`config.mk`:
```
export PLATFORM = sky130hd
export DESIGN_NAME = latch_bank_arb
export DESIGN_NICKNAME = d
export VERILOG_FILES = /design/src/rtl/latch_bank_arb.sv
export SDC_FILE = /design/constraint.sdc
export NUM_CORES = 1
export LEC_CHECK = 0
export BUFFER_PORTS_ARGS = -buffer_cell sky130_fd_sc_hd__buf_2
export CORE_MARGIN = 5
export CORE_UTILIZATION = 40
export DETAILED_ROUTE_END_ITERATION = 8
export PLACE_DENSITY = 0.72
export SETUP_SLACK_MARGIN = 0.15
export SKIP_CTS_REPAIR_TIMING = 1
export SYNTH_ARGS = -nofsm -noshare
export SYNTH_HDL_FRONTEND = slang
export SYNTH_SLANG_ARGS = --single-unit
```
`constraint.sdc`:
```
create_clock -name CLK -period 3.04 [get_ports CLK]
set_clock_uncertainty 0.1 [all_clocks]
set_input_delay 0.76 -clock CLK [delete_from_list [all_inputs] [get_ports CLK]]
set_output_delay 0.76 -clock CLK [all_outputs]
set_load 0.005 [all_outputs]
```
`src/rtl/latch_bank_arb.sv`:
```
// latch_bank_arb
//
// Round-robin arbiter and write sequencer sharing one bank of NWORD
// transparent latches (DW bits per word) between NREQ synchronous
// requesters. Each granted write becomes a SETUP / OPEN / HOLD sequence on
// the latch D, GE, G pins, so D and GE are always stable around the G pulse.
// An optional bulk clear pulses every latch CLR pin for one cycle.
//
// Optional feature macro: LATCH_BANK_ARB_CLR_EN
//   defined   : CLR_ALL, the pending-clear flag and the CLEAR state are built.
//   undefined : CLR_ALL is ignored; LAT_CLR is all ones in reset, 0 otherwise.
//
// Ports
//   CLK        in   rising-edge clock
//   RST_N      in   asynchronous active-low reset
//   REQ        in   [NREQ]     per-requester write request (level)
//   ADDR       in   [NREQ*AW]  per-requester word address, slice i = req i
//   DATA       in   [NREQ*DW]  per-requester write data, slice i = req i
//   GNT        out  [NREQ]     one-hot, one-cycle grant pulse
//   CLR_ALL    in   one-cycle bulk clear request
//   BUSY       out  high whenever the FSM is not in IDLE
//   LAT_D      out  [DW]       data to all latch D pins
//   LAT_GE     out  [NWORD]    one-hot gate enable of the selected word
//   LAT_G      out  common latch gate
//   LAT_CLR    out  [NWORD]    per-word asynchronous clear
//   dbg_state  out  [3]        current FSM state
//                              (0 IDLE, 1 SETUP, 2 OPEN, 3 HOLD, 4 CLEAR)
//
// Handshake: REQ[i] acts as a valid that the requester holds, together with
// ADDR/DATA slice i, until GNT[i] pulses; GNT[i] is the one-cycle ready and
// the transfer happens in that cycle. The requester may drop REQ[i] or start
// a new write from the cycle after GNT[i]. Dropping REQ before a grant
// withdraws the request.

module latch_bank_arb #(
   parameter int NREQ  = 4,
   parameter int NWORD = 8,
   parameter int AW    = 3,
   parameter int DW    = 8
) (
   input  logic               CLK,
   input  logic               RST_N,
   input  logic [NREQ-1:0]    REQ,
   input  logic [NREQ*AW-1:0] ADDR,
   input  logic [NREQ*DW-1:0] DATA,
   output logic [NREQ-1:0]    GNT,
   input  logic               CLR_ALL,
   output logic               BUSY,
   output logic [DW-1:0]      LAT_D,
   output logic [NWORD-1:0]   LAT_GE,
   output logic               LAT_G,
   output logic [NWORD-1:0]   LAT_CLR,
   output logic [2:0]         dbg_state
);

   localparam int PW = (NREQ > 1) ? $clog2(NREQ) : 1;

   localparam logic [2:0] S_IDLE  = 3'd0;
   localparam logic [2:0] S_SETUP = 3'd1;
   localparam logic [2:0] S_OPEN  = 3'd2;
   localparam logic [2:0] S_HOLD  = 3'd3;
`ifdef LATCH_BANK_ARB_CLR_EN
   localparam logic [2:0] S_CLEAR = 3'd4;
`endif

   logic [2:0]       state;
   logic [PW-1:0]    ptr;

   logic [PW-1:0]    win;
   logic             win_vld;
   logic [PW:0]      arb_sum;
   logic [PW-1:0]    arb_idx;
   logic [AW-1:0]    sel_addr;
   logic [DW-1:0]    sel_data;
   logic [NWORD-1:0] ge_dec;
   logic [NREQ-1:0]  gnt_dec;

   assign dbg_state = state;

   // Round-robin search: the first set REQ bit at or above ptr, wrapping
   // modulo NREQ. The sum is one bit wider so the wrap works for any NREQ,
   // not only powers of two.
   always_comb begin
      win     = '0;
      win_vld = 1'b0;
      arb_sum = '0;
      arb_idx = '0;
      for (int k = 0; k < NREQ; k++) begin
         arb_sum = {1'b0, ptr} + (PW+1)'(k);
         if (arb_sum >= (PW+1)'(NREQ)) begin
            arb_sum = arb_sum - (PW+1)'(NREQ);
         end
         arb_idx = arb_sum[PW-1:0];
         if (!win_vld && REQ[arb_idx]) begin
            win     = arb_idx;
            win_vld = 1'b1;
         end
      end
   end

   // Winner's address/data and the decoded gate enable. Addresses at or
   // beyond NWORD match no word, so the write is sequenced with GE all-zero.
   always_comb begin
      sel_addr = '0;
      sel_data = '0;
      gnt_dec  = '0;
      ge_dec   = '0;
      for (int i = 0; i < NREQ; i++) begin
         if (win == PW'(i)) begin
            sel_addr   = ADDR[i*AW +: AW];
            sel_data   = DATA[i*DW +: DW];
            gnt_dec[i] = win_vld;
         end
      end
      for (int j = 0; j < NWORD; j++) begin
         if (sel_addr == AW'(j)) begin
            ge_dec[j] = 1'b1;
         end
      end
   end

`ifdef LATCH_BANK_ARB_CLR_EN
   // Clear requests seen while busy are remembered; any number of pulses
   // collapse into one CLEAR taken at the next IDLE cycle.
   logic pend;

   always_ff @(posedge CLK or negedge RST_N) begin
      if (!RST_N) begin
         pend <= 1'b0;
      end else if (state == S_IDLE) begin
         pend <= 1'b0;
      end else if (CLR_ALL) begin
         pend <= 1'b1;
      end
   end
`else
   logic unused_clr_all;
   assign unused_clr_all = CLR_ALL;
`endif

   // All outputs are registered. LAT_D/LAT_GE only change on entry to SETUP
   // and on exit from HOLD, both cycles where LAT_G is low, so the latch
   // never sees D or GE move while it is transparent.
   always_ff @(posedge CLK or negedge RST_N) begin
      if (!RST_N) begin
         state   <= S_IDLE;
         ptr     <= '0;
         GNT     <= '0;
         BUSY    <= 1'b0;
         LAT_D   <= '0;
         LAT_GE  <= '0;
         LAT_G   <= 1'b0;
         LAT_CLR <= '1;
      end else begin
         GNT     <= '0;
         LAT_CLR <= '0;
         case (state)
            S_IDLE: begin
`ifdef LATCH_BANK_ARB_CLR_EN
               if (CLR_ALL || pend) begin
                  state   <= S_CLEAR;
                  BUSY    <= 1'b1;
                  LAT_CLR <= '1;
               end else
`endif
               if (win_vld) begin
                  state  <= S_SETUP;
                  BUSY   <= 1'b1;
                  GNT    <= gnt_dec;
                  LAT_D  <= sel_data;
                  LAT_GE <= ge_dec;
                  ptr    <= (win == PW'(NREQ-1)) ? '0 : win + 1'b1;
               end
            end
            S_SETUP: begin
               state <= S_OPEN;
               LAT_G <= 1'b1;
            end
            S_OPEN: begin
               state <= S_HOLD;
               LAT_G <= 1'b0;
            end
            S_HOLD: begin
               state  <= S_IDLE;
               BUSY   <= 1'b0;
               LAT_GE <= '0;
            end
`ifdef LATCH_BANK_ARB_CLR_EN
            S_CLEAR: begin
               state <= S_IDLE;
               BUSY  <= 1'b0;
            end
`endif
            default: begin
               state  <= S_IDLE;
               BUSY   <= 1'b0;
               LAT_G  <= 1'b0;
               LAT_GE <= '0;
            end
         endcase
      end
   end

endmodule

```
==> results by group <==
Outcome
  • Status: completed

Yosys
  • Area leader, netlist: dfrtp_1
  • Seq cells post-synth: 27
  • Ys flop type: dfrtp_1
  • Netlist cell types: 36
  • Post-synthesis sequential area ratio: a little over two fifths
  • Number of synthesized flops with an enable pin: 0
  • Gate count of the mapped netlist: approximately 180
  • Yosys warns: 0
  • Synth cell count leaders: 27 x a21oi_1, 26 x dfrtp_1, 15 x nand2_1, 14 x inv_1, 10 x nor2_1
  • Mapped cell area: ~1600 um2
  • Most numerous cell in the Yosys netlist: a21oi_1
  • Ys async rst share: 100%
  • Post-Syn Area per Cell: a little over 9 um2
  • Synth top area share: between 40% and 50%
  • Synth top area cells: dfrtp_1 41%, a21oi_1 8.4%, ha_1 6.2%, a32o_1 5.0%, buf_4 3.7%

Placed design
  • Placed cells: between 200 and 300
  • PortBufs: 81
  • Final Wtd Congestion: a little under 0.8
  • Post-DP HPWL: roughly 3100 um

STA
  • RSZ-0062 raised after global routing: no
  • Fin crit period: 2640 ps
  • Setup TNS: 0 ps
  • Fmax: 0.379 GHz
  • Hold Fails Final Rpt: 0
  • Final period utilization: 86.7%
  • Final setup vio count: 0
  • Worst Tran Pin Value: ~590 ps
  • Pins Over Slew Limit: 0
  • Max_slew headroom: between 60% and 70%

Routing
  • Post-DRT Antenna Nets: 0
  • 1st-iter DRT viols: 27
  • DR vias/cell: about 5.0
  • DRT Pass-1 Iters: 4
  • Drt drc: 0
  • Vias post-DR: between 1,500 and 2,000
  • Routed WL: around 4000 um
  • Avg WL per Cell: 13.4 um

CTS
  • Reg clk slew, reported paths: 100 ps
  • CTS root buf: clkbuf_8
  • CTS Buf Count: 3
  • H-tree depth: 1
  • Clock Tree Buf Depth: 2
  • Worst skew pair latency: ~270 ps
  • CTS tree: done
  • Sink Count: 27

Layout
  • Proportion of layout cells with a drive suffix above 1: 39.8%
  • Multi-input logic area: 776 um2
  • Reg area: roughly 680 um2
  • Fillers: approximately 370
  • ANT cells: 0
  • Non-filler cells, final: roughly 300
  • Final-stage net count: just over 300
  • Area Overhead vs Synth: 28.3%

Floorplan
  • Core Area: between 3000 and 4000 um2
  • Initial Util: approximately two fifths
  • Die area: 5380 um2
  • Rows: 23
  • Die Ht: ~73 um
  • Die Span X: about 73 um
  • I/O pin count: 84

Worst setup path
  • R2r endpoint: LAT_GE[4]$_DFFE_PN0P_
  • FF-to-FF path depth: 9
  • Slowest stage delay, CP: approximately 450 ps
  • Data required, critical path: 3160 ps
  • Internal reg-to-reg setup slack: ~530 ps
  • Most common cell on crit path: a21oi_1
  • Cell-by-cell trace of the critical path: buf_2 > a21oi_1 > o21a_1 > o22a_1 > inv_1 > ha_1 > and2b_1 > a21oi_1 > nor3_1 > a32o_1
  • CP arrival: approximately 2800 ps
  • Crit. End Element: flip-flop
  • Critical path peak fanout: 6
  • Crit-path slowest cell: nor3_1
  • RR Startpoint: ptr[1]$_DFFE_PN0P_
  • Worst setup SP type: input pin
  • CP Class: in -> reg

Flow run
  • Max-cap violation count: 0

Global route
  • First-pass GRT wire length: 6610 um
  • Initial antenna violation count: 0
  • GR Util All Layers: ~15%
  • Vias in the first global route: 1,458
  • Pin count of the biggest net entering global routing: 28
  • GRT Residual Overflow: 0

Pwr
  • P per Cell Area: about 900 nW/um2
  • Max IR drop VDD: 0.511 mV
  • Pleak: approximately 1.1 nW

Hold path
  • HP Class: in -> async
==> cell usage in the layout (no fill, tap or decap), drive strengths merged, types with 7 or more instances in the layout <==
master / count
ha: 8
nand2: 15
dfrtp: 26
a21oi: 27
inv: 14
o21ai: 8
a32o: 8
nor2: 10
buf: 86
a22oi: 7
==> worst max-delay path by stage <==
stage,startpoint,end
after floorplan,REQ[0],LAT_GE[6]$_DFFE_PN0P_
after global placement,REQ[0],LAT_GE[4]$_DFFE_PN0P_
after detailed placement,REQ[0],LAT_GE[4]$_DFFE_PN0P_
after CTS,REQ[0],LAT_GE[4]$_DFFE_PN0P_
after global routing,REQ[0],LAT_GE[5]$_DFFE_PN0P_
final,REQ[0],LAT_GE[4]$_DFFE_PN0P_
==> routing by layer <==
layer,routed length [um],track usage (%),vias to the layer above,share of wire [%]
met5,0,0,-,0
met3,430,2.60,7,11
met1,1700,20.1,668,42
met2,1820,26.0,67,45
met4,58,5.03,0,1.4
li1,-,-,763,-
==> area by class of cell <==
class                      instances  area share, %
tap                               50           3.04
multi-input combinational        118           37.7
clock inverter                     1          0.365
sequential                        27           32.9
clock buffer                       3           2.00
timing repair buffer              86           21.5
inverter                          14           2.55
==> worst max-delay path, delay by kind of cell <==
kind                     cells  cell delay, ps
AO/OA/AOI/OAI                5             780
AND/OR/NAND/NOR              2             750
adder cells (fa/ha/maj)      1             250
buffers and inverters        2             200
==> state kept, by name, indices dropped and copies added (netlist names) <==
register and cells:
LAT_D 8, LAT_GE 8, GNT 4, dbg_state 2, ptr 2, BUSY 1, LAT_CLR 1, LAT_G 1
==> where the power goes <==
part / internal, mW / switching [mW] / leakage [nW]
Clock: 0.0931 / 0.115 / 0.0217
Combinational: 0.478 / 0.572 / 0.715
Sequential: 0.508 / 0.0887 / 0.340
==> kinds of logic after synthesis <==
| group | synth area share (%) |
|---|---|
| other cells | 0.234 |
| simple gates | 11.0 |
| buf+inv | 9.74 |
| compound gates | 28.6 |
| flops | 42.2 |
| fa+ha+maj | 6.24 |
| mux | 2.03 |
==> through the flow <==
stage / total power, mW / utilization (%) / cell area [um2] / setup WS, ps / hold slack, ps
after floorplan: 1.32 / - / 1610 / 359 / 364
after global placement: 1.64 / 51.0 / 2010 / 196 / 373
after detailed placement: 1.67 / 51.0 / 2010 / 135 / 378
after CTS: 1.88 / 52.2 / 2060 / 422 / 398
after global routing: 2.06 / 52.2 / 2060 / 229 / 418
final: 1.85 / 52.2 / 2060 / 404 / 372
Note: power is estimated with default switching activity, not from simulation.
